**src/rtl/fetch_prefetch_unit.sv**
```systemverilog
// Instruction-fetch front end: issues PC-ordered requests to a one-cycle memory,
// buffers returned words in a prefetch FIFO, and restarts on a writeback redirect.
module fetch_prefetch_unit #(
  parameter int ADDR_W   = 16,
  parameter int DATA_W   = 16,
  parameter int DEPTH    = 4,
  parameter int RESET_PC = 100
) (
  input  logic                       clk,
  input  logic                       rst_n,
  output logic                       imem_req,
  output logic [ADDR_W-1:0]          imem_addr,
  input  logic                       imem_gnt,
  input  logic [DATA_W-1:0]          imem_rdata,
  input  logic                       imem_rvalid,
  input  logic                       redirect,
  input  logic [ADDR_W-1:0]          redirect_pc,
  output logic                       if_valid,
  input  logic                       if_ready,
  output logic [DATA_W-1:0]          if_instr,
  output logic [ADDR_W-1:0]          if_pc_next,
  output logic [$clog2(DEPTH):0]     if_count
);

  localparam int unsigned PTR_W = $clog2(DEPTH);
  localparam int unsigned CNT_W = PTR_W + 1;

  logic [ADDR_W-1:0] fetch_pc;
  logic [ADDR_W-1:0] issued_addr;
  logic              inflight;
  logic              kill;
  logic [DATA_W-1:0] instr_q [DEPTH];
  logic [ADDR_W-1:0] pcn_q   [DEPTH];
  logic [PTR_W-1:0]  rd_ptr;
  logic [PTR_W-1:0]  wr_ptr;
  logic [CNT_W-1:0]  count;

  logic [CNT_W:0]    credit_used;
  logic              grant;
  logic              inflight_next;
  logic              push;
  logic              pop;

  // A request is only issued when the FIFO has room for it plus any word in flight.
  always_comb begin
    credit_used   = {1'b0, count} + (CNT_W + 1)'(inflight);
    imem_req      = rst_n & ~redirect & (credit_used < (CNT_W + 1)'(DEPTH));
    grant         = imem_req & imem_gnt;
    inflight_next = grant;
    push          = imem_rvalid & inflight & ~kill & ~redirect;
    if_valid      = (count != '0) & ~redirect;
    pop           = if_valid & if_ready;
  end

  assign imem_addr  = fetch_pc;
  assign if_instr   = instr_q[rd_ptr];
  assign if_pc_next = pcn_q[rd_ptr];
  assign if_count   = count;

  always_ff @(posedge clk or negedge rst_n) begin
    if (!rst_n) begin
      fetch_pc    <= ADDR_W'(RESET_PC);
      issued_addr <= '0;
      inflight    <= 1'b0;
      kill        <= 1'b0;
      rd_ptr      <= '0;
      wr_ptr      <= '0;
      count       <= '0;
      for (int unsigned i = 0; i < DEPTH; i++) begin
        instr_q[i] <= '0;
        pcn_q[i]   <= '0;
      end
    end else begin
      inflight <= inflight_next;
      if (grant) begin
        fetch_pc    <= fetch_pc + 1'b1;
        issued_addr <= fetch_pc;
      end
      if (redirect) begin
        fetch_pc <= redirect_pc;
        rd_ptr   <= '0;
        wr_ptr   <= '0;
        count    <= '0;
        kill     <= inflight_next;
      end else begin
        // issued_addr still holds the previous cycle's grant here, matching the returning word.
        if (push) begin
          instr_q[wr_ptr] <= imem_rdata;
          pcn_q[wr_ptr]   <= issued_addr + 1'b1;
          wr_ptr          <= wr_ptr + 1'b1;
        end
        if (pop) rd_ptr <= rd_ptr + 1'b1;
        if (push && !pop)      count <= count + 1'b1;
        else if (pop && !push) count <= count - 1'b1;
        kill <= kill & inflight & ~imem_rvalid;
      end
    end
  end

endmodule
```
**config.mk**
```make
export PLATFORM = sky130hd
export DESIGN_NAME = fetch_prefetch_unit
export DESIGN_NICKNAME = d
export VERILOG_FILES = /design/src/rtl/fetch_prefetch_unit.sv
export SDC_FILE = /design/constraint.sdc
export NUM_CORES = 1
export LEC_CHECK = 0
export BUFFER_PORTS_ARGS = -buffer_cell sky130_fd_sc_hd__buf_2
export CAP_MARGIN = 20
export CORE_ASPECT_RATIO = 0.6
export CORE_MARGIN = 2
export CORE_UTILIZATION = 35
export CTS_CLUSTER_DIAMETER = 150
export CTS_CLUSTER_SIZE = 25
export DETAILED_ROUTE_END_ITERATION = 10
export SLEW_MARGIN = 10
export SYNTH_ARGS = -nofsm -noshare
export SYNTH_HDL_FRONTEND = slang
export SYNTH_SLANG_ARGS = --single-unit
```
**constraint.sdc**
```tcl
create_clock -name clk -period 2.03 [get_ports clk]
set_input_delay 0.203 -clock clk [delete_from_list [all_inputs] [get_ports clk]]
set_output_delay 0.203 -clock clk [all_outputs]
set_load 0.05 [all_outputs]
```
Yosys cells after proc, flatten, opt, wreduce, memory -nomap -nowiden
Cells that the tools add are included.
- bits in writable memories: 0
- output and inout port bits: 53
- latch bits: 0
- memory bits (read-only): 0
- memories kept: 0
- input port bits: 38
- register bits: 169
- muxes and demuxes: 20
- divide/modulo/power cells: 0
- order comparisons: 4
- shift-type cells: 0
- $mul: 0
- bitwise operators: 15
- equal/unequal tests: 0
- $add $sub $neg: 7
- reductions and logical operators: 11
- operator list (cell ; number):
    $bwmux 64 ; 2
    $mux 16 ; 7
    $bmux 16 s2 ; 2
    $add 16x1->16 const B ; 2
    $demux 16 s2 ; 1
    $and 1x1->1 ; 10
    $mux 3 ; 3
    $mux 2 ; 4
    $ge 3x3->1 const B ; 2
    $not 2->3 ; 2
    $reduce_bool 2->1 ; 3
    $reduce_bool 3->1 ; 2
    $add 2x1->2 const B ; 2
    $add 3x1->4 ; 1
    $lt 4x3->1 const B ; 1
    $add 3x1->3 const B ; 1
    $logic_and 1x1->1 ; 3
    $lt 3x1->1 const B ; 1
    $not 1->1 ; 3
    $sub 3x1->3 const B ; 1
    $logic_not 1->1 ; 2
    $reduce_and 2->1 ; 1
    $mux 1 ; 1

Logic depth before layout (Yosys ltp)
Gate-level depths: netlist of the first run.
- word-level depth: 8
- depth in mapped cells: 8
- gate-level depth less buffers: 8

Worst setup path before layout of the first run
OpenSTA, ideal clock, no wires.
- kind: register -> register
- from: register count[0], in the netlist if_count[0]
- to: register count[2], in the netlist if_count[2]
- buffers on the path: 0
- cell stages (with the launch flop): 7
- setup time: 0.082 ns
- data required time: 1.948 ns
- arrival time: 2.309 ns
- slack: -0.361 ns
- clock period less this slack: 2.391 ns
- path through: dfrtp_1 > nor3_1 > nor2_1 > nor3_1 > fa_1 > or4_1 > a31oi_1
- word-level cells in the longest chain between the ends: 7
- elaborated cells between the ends (all ways): 12
- those cells by class: add/sub (2); mux (3); bitwise (2); reduce/logical (5)
- ends and longest elaborated chain (what ; line ; RTL):
    from (decl) ; 36 ; logic [CNT_W-1:0] count;
    from (signal assigned) ; 93 ; if (push && !pop) count <= count + 1'b1;
    from (signal assigned) ; 94 ; else if (pop && !push) count <= count - 1'b1;
    parallel branches: the longest is 7 deep, another holds $sub 3x1->3 ; -- ;
Parallel ways; which one is timed is not known. The select of a mux whose other input is x is not followed.
A chain may end at the register's enable or synchronous reset.

Worst setup path after layout of the first run
- from: register rd_ptr[0]
- to: output if_instr[10]
- word-level cells in the longest chain between the ends: 4
- ends and longest elaborated chain (what ; line ; RTL):
    from (decl) ; 34 ; logic [PTR_W-1:0] rd_ptr;
    from (signal assigned) ; 92 ; if (pop) rd_ptr <= rd_ptr + 1'b1;
    $not 2->3 (not written as such) ; 56 ; assign if_instr = instr_q[rd_ptr];
    $bmux 16 s2 ; 56 ;
    $mux 16 (not written as such) (2 in series) ; 56 ;
    to (decl) ; 20 ; output logic [DATA_W-1:0] if_instr,
No other way between the ends. The select of a mux whose other input is x is not followed.

==> impl_results.md, run 1 <==
- Tmin final: 2.03 ns
- Critical path class: flop to output pin
- H-tree depth: 4
- All-layer global routing usage: 17.0%
- Max cap viols: 0
- Register area: between 0.004 and 0.005 mm²
- DRT Pass-1 Iters: 5
- TritonCTS Buffers: 17
- Crit-path cells: buf_4 -> buf_12 -> mux4_2 -> buf_8
- Initial antenna violation count: 0
- Worst reg2reg setup slack: 0.13 ns
- DRC Markers: 0
- Avg Synthesized Cell Area: around 12 µm²
- CP arrival: 1.83 ns
- Seq/Total Area, Yosys: 54.7%
- I/O pin cnt: between 90 and 100
- Final non-filler cell total: approximately 1100
- Placed insts: 1021
- Die width: 196 µm
- P_leak: roughly 4.5 nW
- Synth Warn #: 0
- Main synth FF type: dfrtp_1
- Rows: 42
- Max FO, Critical Path: 9
- Post-layout util: 44.7%
- Placed instance area: a little under 0.009 mm²
- Nets: a little over 800
- Yosys reg bits: 169
- First-pass GRT wire length: 30500 µm
- Worst Setup End Kind: output pin
- Final Cycle Share: 100%
- Slew @ Worst Pin: 0.805 ns
- Initial Util: 35.4%
- Fmax: 492 MHz
- Setup Skew: 0.00760 ns
- ANT nets after route: 0
- ANT cells: 0
- Root buffer cell: clkbuf_16
- Grt ovf: 0
- Asr flop ratio synth: 100%
- CTS tree: built
- Syn_nets: 697
- Worst skew pair latency: 0.42 ns
- Via count: 5404
- PwrDens: roughly 990 mW/mm²
- Vias in the first global route: approximately 5400
- Core Area: between 0.02 and 0.025 mm²
- Layout area overhead: 26.4%
- Slowest CP cell: mux4_2
- Final HPWL DP: 12400 µm
- Setup-failing EPs final: 2
- DRT iter0 DRCs: roughly 450
- Placer Congestion: approximately 0.84
- Failing checks: setup timing
- Max stage delay on crit path: 0.54 ns
- Min-Delay Path Class: input pin to flop
- DRT Wirelength: approximately 19000 µm
- Outcome: complete, but fails checks
- Worst Path Required: 1.83 ns
- RSZ-0062 raised after global routing: true
- Setup TNS: -0.00434 ns
- Post-Synthesis Cells: 652
- Post-synth EDFFs: 0
- Total design power: 9.65 mW
- Filler instances: 2076
- CTS Buffer Depth: 2
- Port Buffer Count: 90
- Multi-input logic area: about 0.0033 mm²
- Count of pins over their slew limit: 0
- Die extent in y: 119 µm
- Peak VDD IR: a little under 0.6 mV
- Distinct cells, synth: 47
- Startpoint types: flop
- Relative slew margins: 46.3%
- Vias per cell: 5.06
- Post-Syn Area: 0.00773 mm²
- Largest net degree at the start of global routing: 64
- PnR worst setup slack: -0.00286 ns
- Hold Vio Cnt, Final: 0
- CTS clk-pin slew, worst paths: 0.07 ns
- Die ar.: around 0.023 mm²
- Fin area: ~0.0098 mm²
- Routed length per instance: 17.4 µm
- TritonCTS Sinks: 169
- Layout cells sized above 1: 36.3%
-- worst paths after layout --
check	cells past startpoint	end	start
setup / recovery	4	if_instr[10]	rd_ptr[0]
hold / removal	2	imem_addr[11]	redirect_pc[11]
setup reg to reg	7	if_count[1]	if_count[0]
hold reg to reg	2	pcn_q[60]	pcn_q[60]
max in group asynchronous	4	if_count[1]	rst_n
min in group asynchronous	3	instr_q[14]	rst_n
-- cells in the final DEF (no fill, tap or decap), drive strengths merged, types with 6 or more instances in the layout --
| master | instances |
|---|---|
| xor2 | 7 |
| nor2 | 12 |
| nor4 | 7 |
| ha | 6 |
| inv | 11 |
| dfrtp | 166 |
| xnor2 | 15 |
| nand3 | 22 |
| clkbuf | 19 |
| o21ai | 73 |
| buf | 127 |
| mux4 | 32 |
| mux2 | 69 |
| nand4 | 8 |
| dlygate4sd3 | 10 |
| nor3 | 10 |
| clkinv | 7 |
| nand2 | 118 |
-- routing by layer --
metal	wire (µm)	GRT usage, %	part of all wire (%)
met3	865	4.79	4.7
met2	7440	22.2	40
met5	0	0	0
met4	66	3.03	0.35
met1	10200	27.5	55
-- where the power goes --
part / total, mW / switching, mW / internal [mW]
Clock: 3.40 / 1.38 / 2.02
Combinational: 2.32 / 1.43 / 0.891
Sequential: 3.93 / 0.246 / 3.68
Total: 9.65 / 3.06 / 6.59
-- worst max-delay path: cells and delay by family, from the launching register on --
kind	cells	cell delay (ns)
multiplexers	1	0.54
flip-flops	1	0.42
buffers and inverters	3	0.44
-- sequential cells by signal, indices dropped and copies added (netlist names) --
| register | count |
|---|---|
| pcn_q | 64 |
| kill | 1 |
| issued_addr | 16 |
| inflight | 1 |
| imem_addr | 16 |
| instr_q | 64 |
| rd_ptr | 2 |
| if_count | 3 |
| wr_ptr | 2 |
-- per-stage QoR --
| step | setup slack, ns | hold WS, ns |
|---|---|---|
| 2_1_floorplan | -0.0281 | -0.0926 |
| 3_3_place_gp | 0.0984 | 0.179 |
| 3_5_place_dp | 0.0758 | 0.174 |
| 4_1_cts | -0.0348 | 0.00170 |
| 5_1_grt | -0.0783 | 0.000899 |
| 6_report | -0.00286 | 0.0210 |
-- repair_timing --
action	4_1_cts	5_1_grt
resized for setup	51	7
hold buffers	9	1
cloned	2	0
endpoints found under the setup margin	29	34
endpoints found under the hold margin	57	1
setup buffers	2	1
-- final cells by class --
| class | count | share of cell area, % |
|---|---|---|
| timing repair buffer | 137 | 12.0 |
| sequential | 169 | 43.4 |
| clock inverter | 13 | 1.73 |
| clock buffer | 19 | 4.63 |
| tap | 286 | 3.66 |
| multi-input combinational | 435 | 34.2 |
| inverter | 9 | 0.346 |
-- synthesized netlist by cell type (all sizes together), types with 2 or more instances --
library cell	count	area share, %
a21o	2	0.19
a21oi	5	0.32
a221o	3	0.39
a22oi	4	0.39
and3	5	0.40
and4bb	2	0.32
buf	8	0.50
clkbuf	31	1.5
dfrtp	166	54
dfstp	3	1.0
ha	6	0.97
inv	9	0.44
mux2	69	10
mux2i	2	0.26
mux4	32	9.3
nand2	118	5.7
nand2b	4	0.32
nand3	22	1.4
nand4	8	0.65
nor2	12	0.58
nor2b	3	0.24
nor3	10	0.65
nor3b	2	0.19
nor4	7	0.57
o21ai	73	4.7
o21bai	2	0.19
or2	2	0.16
or3	2	0.16
or4	4	0.39
xnor2	15	1.7
xor2	7	0.79
-- cells by family (layout without fill, tap and decap cells) --
| kind of cell | after synthesis | after routing | share of synthesized area [%] |
|---|---|---|---|
| AOI/OAI and AO/OA | 95 | 95 | 6.84 |
| xor gates and xnor gates | 22 | 22 | 2.49 |
| DFF | 169 | 169 | 54.7 |
| muxes | 103 | 103 | 19.6 |
| buffers and inverters | 48 | 178 | 2.44 |
| and+or+nand+nor | 208 | 208 | 12.6 |
| adders and majority gates | 7 | 7 | 1.23 |
Note: power is estimated with default switching activity, not from simulation.
==> run 2: changes to the inputs <==
- MAX_ROUTING_LAYER: unset -> met4
==> impl_results.md, run 2 (synthesis results as in run 1) <==
- Outcome: complete, but fails checks
- Failing checks: setup timing
- Worst reg2reg setup slack: 0.13 ns
- Hold Path Stages: 2
- Worst r2r src: if_count[0]
- Total design power: slightly below 10 mW
- Die extent in y: 119 µm
- CP arrival: 1.83 ns
- WHS Endpoint: imem_addr[11]
- TritonCTS Buffers: 17
- Die width: 196 µm
- Vias per cell: 5.06
- Layout area overhead: 26.4%
- Peak VDD IR: approximately 0.59 mV
- Tmin final: 2.03 ns
- CTS Buffer Depth: 2
- Worst Path Required: 1.83 ns
- Slew @ Worst Pin: roughly 0.8 ns
- DRT Wirelength: 18600 µm
- Nets: 814
- Max FO, Critical Path: 9
- P_leak: 4.47 nW
- Clock power share: 35.3%
- Routed length per instance: 17.4 µm
- Core Area: roughly 0.022 mm²
- Switching pwr: approximately 3.1 mW
- Grt ovf: 0
- Vias in the first global route: 5373
- Relative slew margins: 46.7%
- First-pass GRT wire length: 30500 µm
- Worst Setup End Kind: output pin
- Final HPWL DP: 12400 µm
- Critical path class: flop to output pin
- Initial Util: between 30% and 40%
- I/O pin cnt: 91
- Hold Vio Cnt, Final: 0
- Fmax: between 400 and 500 MHz
- Reg2Reg Depth: 7
- H-tree depth: 4
- ANT cells: 0
- Min-delay src: redirect_pc[11]
- ANT nets after route: 0
- Most frequent cells in the layout: dfrtp_1, nand2_1, o21ai_0
- CTS clk-pin slew, worst paths: 0.07 ns
- Placer Congestion: 0.849
- Setup Skew: 0.00724 ns
- DRT iter0 DRCs: 452
- Initial antenna violation count: 0
- PnR worst setup slack: -0.00476 ns
- Layout cells sized above 1: between 30% and 40%
- CTS tree: built
- Filler instances: 2076
- Worst skew pair latency: 0.43 ns
- Startpoint types: flop
- TritonCTS Sinks: around 170
- Placed instance area: ~0.0088 mm²
- Commonest non-fill, non-tap cell in the layout: dfrtp_1
- Die ar.: 0.0233 mm²
- Final Cycle Share: 100%
- Largest net degree at the start of global routing: 64
- Fin area: 0.00978 mm²
- Port Buffer Count: 90
- PwrDens: ~1000 mW/mm²
- Multi-input logic area: 0.00335 mm²
- Register area: 0.00424 mm²
- Switching Share: 31.8%
- Setup-failing EPs final: 2
- Root buffer cell: clkbuf_16
- Min-Delay Path Class: input pin to flop
- Placed insts: 1021
- Count of pins over their slew limit: 0
- DRT Pass-1 Iters: 4
- RSZ-0062 raised after global routing: true
- Flop pwr share: 40.7%
- All-layer global routing usage: 17.5%
- Max cap viols: 0
- DRC Markers: 0
- Final non-filler cell total: approximately 1100
- Via count: 5399
- Crit Reg-Reg Endpoint: if_count[1]
- Rows: 42
- Int Power: roughly 6.6 mW
- Biggest regs: instr_q: 64 flops, pcn_q: 64 flops
- Logic pwr share: 24.1%
==> run 2: cell counts in the layout (fill, tap and decap cells not counted) <==
Identical to the previous run, type by type.
==> run 2: final cells by class <==
cell class                 count  area share, %
sequential                   169           43.4
clock inverter                13           1.73
clock buffer                  19           4.63
inverter                       9          0.346
multi-input combinational    435           34.2
tap                          286           3.66
timing repair buffer         137           12.0
==> run 2: what timing repair did <==
item                                    in CTS  in global routing
hold endpoints to repair                    57                  1
gates resized for setup                     51                  7
hold buffers                                 9                  1
cloned                                       2                  0
endpoints found under the setup margin      29                 34
buffers inserted                             2                  1
==> run 2: how the worst max path moves through the flow <==
stage	slack, ns	cells after the start	to	from
floorplan	-0.03	6	imem_addr[14]	if_count[1]
global placement	0.1	4	imem_addr[14]	if_count[2]
detailed placement	0.08	4	imem_addr[14]	if_count[2]
CTS	-0.03	4	if_pc_next[13]	rd_ptr[0]
global route	-0.08	4	if_instr[10]	rd_ptr[0]
finish	-0.005	4	if_instr[10]	rd_ptr[0]
==> run 2: critical path, cell delays in order (launching register included) <==
cell	delay [ns]
dfrtp_2	0.42
buf_4	0.14
buf_12	0.13
mux4_2	0.54
buf_8	0.17
==> run 2: through the flow <==
step	hold WS [ns]	setup TNS (ns)	util (%)	setup slack, ns
detailed placement	0.174	0	40.2	0.0758
CTS	0.00170	-0.135	44.5	-0.0348
finish	0.0187	-0.00790	44.7	-0.00476
global route	0.000895	-1.32	44.7	-0.0783
floorplan	-0.0926	-0.0281	-	-0.0281
global placement	0.179	0	40.2	0.0984
==> run 2: power by group through the flow <==
stage          Sequential, mW  Clock [mW]  Combinational, mW
4_1_cts                  3.93        3.48               2.33
6_report                 3.93        3.40               2.32
3_3_place_gp             3.98           0               2.08
5_1_grt                  3.98        3.66               2.48
2_1_floorplan            4.05           0               1.34
3_5_place_dp             3.98           0               2.10
==> run 2: layer usage <==
metal / wire [µm] / global-route usage [%] / vias up / share of wire [%]
li1: - / - / 2563 / -
met1: 10200 / 27.7 / 2713 / 55
met2: 7450 / 22.0 / 115 / 40
met3: 874 / 4.73 / 8 / 4.7
met4: 92 / 3.03 / 0 / 0.49
met5: 0 / - / - / 0
==> run 3: changes to the inputs <==
- ABC_AREA: unset -> 1
- CTS_CLUSTER_SIZE: 25 -> 12
==> impl_results.md, run 3 <==
- Layout cells sized above 1: 15.9%
- Layout area overhead: 19.9%
- Root buffer cell: clkbuf_16
- ANT nets after route: 0
- Most frequent cells in the layout: nand2_1, dfrtp_1, nor2_1
- Int Power: 7.26 mW
- Biggest regs: instr_q: 64 flops, pcn_q: 64 flops
- Post-Syn Area: ~0.0082 mm²
- Max stage delay on crit path: ~0.47 ns
- Routed length per instance: 15.2 µm
- Critical path class: flop to output pin
- Max cap viols: 0
- Core Area: 0.0231 mm²
- Via count: between 7000 and 8000
- Asr flop ratio synth: 100%
- Tmin final: between 1.5 and 2 ns
- Setup TNS: 0 ns
- Fmax: 507 MHz
- Syn_nets: 1072
- Min-Delay Path Class: input pin to flop
- Setup Skew: around 0.011 ns
- Post-synth EDFFs: 0
- CP arrival: 1.77 ns
- Largest net degree at the start of global routing: between 100 and 150
- Slowest CP cell: dfrtp_2
- I/O pin cnt: 91
- Yosys reg bits: ~170
- DRC Markers: 0
- Max FO, Critical Path: 16
- Final non-filler cell total: around 1500
- Worst Setup End Kind: output pin
- Largest cells by area after synthesis: dfrtp_1, nand2_1, o21ai_0
- Worst hold slack: 0.0230 ns
- Peak VDD IR: around 0.65 mV
- Main synth FF type: dfrtp_1
- Crit-path cells: inv_2 -> buf_12 -> o21ai_0 -> o22ai_1 -> buf_4
- Clock power share: 26.4%
- P_leak: between 5 and 6 nW
- DRT iter0 DRCs: around 600
- Initial antenna violation count: 0
- Avg Synthesized Cell Area: 8.00 µm²
- Die ar.: 0.0248 mm²
- Vias in the first global route: approximately 6900
- Initial Util: 35.6%
- Hold Vio Cnt, Final: 0
- PwrDens: between 1000 and 1500 mW/mm²
- Die width: roughly 200 µm
- Rows: 43
- Worst Path Required: 1.83 ns
- TritonCTS Buffers: 17
- Distinct cells, synth: 33
- Outcome: finished clean
- CTS Buffer Depth: 2
- First-pass GRT wire length: 36900 µm
- Nets: around 1200
- Logic pwr share: 38.1%
- TritonCTS Sinks: 169
- Seq/Total Area, Yosys: 51.5%
- Synth Warn #: 0
- Placed insts: 1406
- ANT cells: 0
- Placer Congestion: 0.821
- Most frequent cells after synthesis: nand2_1, dfrtp_1, nor2_1
- Post-Synthesis Cells: slightly above 1000
- Most common cell in the netlist: nand2_1
- CTS tree: built
- Final HPWL DP: between 10000 and 15000 µm
- Worst reg2reg setup slack: 0.23 ns
- CTS clk-pin slew, worst paths: 0.07 ns
- RSZ-0062 raised after global routing: true
- Vias per cell: 4.90
- Slew @ Worst Pin: 0.779 ns
- All-layer global routing usage: 19.5%
- Die extent in y: 123 µm
- DRT Wirelength: 22000 µm
- Count of pins over their slew limit: 0
- Setup-failing EPs final: 0
- Startpoint types: flop
- DRT Pass-1 Iters: 5
- H-tree depth: 4
- Post-synth top area cell: dfrtp_1
- Switching Share: 42.4%
- Grt ovf: 0
- Commonest non-fill, non-tap cell in the layout: nand2_1
- Switching pwr: around 5.3 mW
- Worst skew pair latency: 0.43 ns
- Flop pwr share: 35.5%
- Relative slew margins: approximately half
- Port Buffer Count: 90
- Final Cycle Share: 97.2%
- Top cell type's share of synthesized area: between 50% and 60%
## run 3: path summary, 6_finish.rpt
| kind | start | end | depth (start not counted) |
|---|---|---|---|
| min in group asynchronous | rst_n | instr_q[54] | 3 |
| max in group asynchronous | rst_n | pcn_q[57] | 3 |
| worst max register to register | if_count[2] | if_count[2] | 11 |
| worst min register to register | pcn_q[46] | pcn_q[46] | 2 |
| worst max-delay path | rd_ptr[1] | if_pc_next[1] | 5 |
| worst min-delay path | redirect_pc[12] | imem_addr[12] | 3 |
## run 3: critical path: cells and delay by family, from the launching register on
kind	cells	cell delay, ns
AOI/OAI and AO/OA	2	0.33
buffers and inverters	3	0.55
DFF	1	0.47
## run 3: power groups by stage
stage / Clock, mW / Sequential (mW) / Combinational [mW]
after CTS: 3.39 / 4.45 / 4.67
after global placement: 0 / 4.50 / 4.45
after detailed placement: 0 / 4.51 / 4.48
final: 3.32 / 4.48 / 4.80
after global routing: 3.51 / 4.56 / 5.21
after floorplan: 0 / 4.61 / 3.08
## run 3: kinds of logic (layout without fill, tap and decap cells)
| group | count (synthesis) | count (layout) | synth area share, % |
|---|---|---|---|
| flip-flops | 169 | 169 | 51.5 |
| buffers and inverters | 117 | 225 | 7.11 |
| XOR/XNOR | 14 | 14 | 1.49 |
| AND/OR/NAND/NOR | 516 | 516 | 25.7 |
| AO/OA/AOI/OAI | 204 | 204 | 13.0 |
| adder cells (fa/ha/maj) | 7 | 7 | 1.16 |
## run 3: cell type report
class | instances | area, µm²
flip-flops and latches | 169 | 4240
fillers | 2302 | 13200
repair buffers | 127 | 947
multi-input cells | 741 | 3420
inverters | 66 | 259
clock inverters | 12 | 140
clock buffers | 20 | 457
well taps | 315 | 394
## run 3: layer usage
metal  wire length [µm]  track usage [%]
met1              12100             30.3
met2               8270             25.5
met3               1540             4.12
met4                145             4.37
met5                  0                -
## run 3: what timing repair did
item,4_1_cts,5_1_grt
hold endpoints to repair,43,0
setup buffers,0,3
gates resized for setup,24,30
hold buffers,9,0
gates cloned,0,0
pin swaps,0,3
endpoints found under the setup margin,29,31
## run 3: stage by stage
stage / instance area [µm²] / util (%) / power (mW) / setup WS, ns
floorplan: 8220 / - / 7.70 / 0.0438
global placement: 8990 / 38.9 / 8.95 / 0.251
detailed placement: 8990 / 38.9 / 8.99 / 0.242
CTS: 9740 / 42.2 / 12.5 / 0.000765
global route: 9850 / 42.7 / 13.3 / -0.00725
finish: 9850 / 42.7 / 12.6 / 0.0575
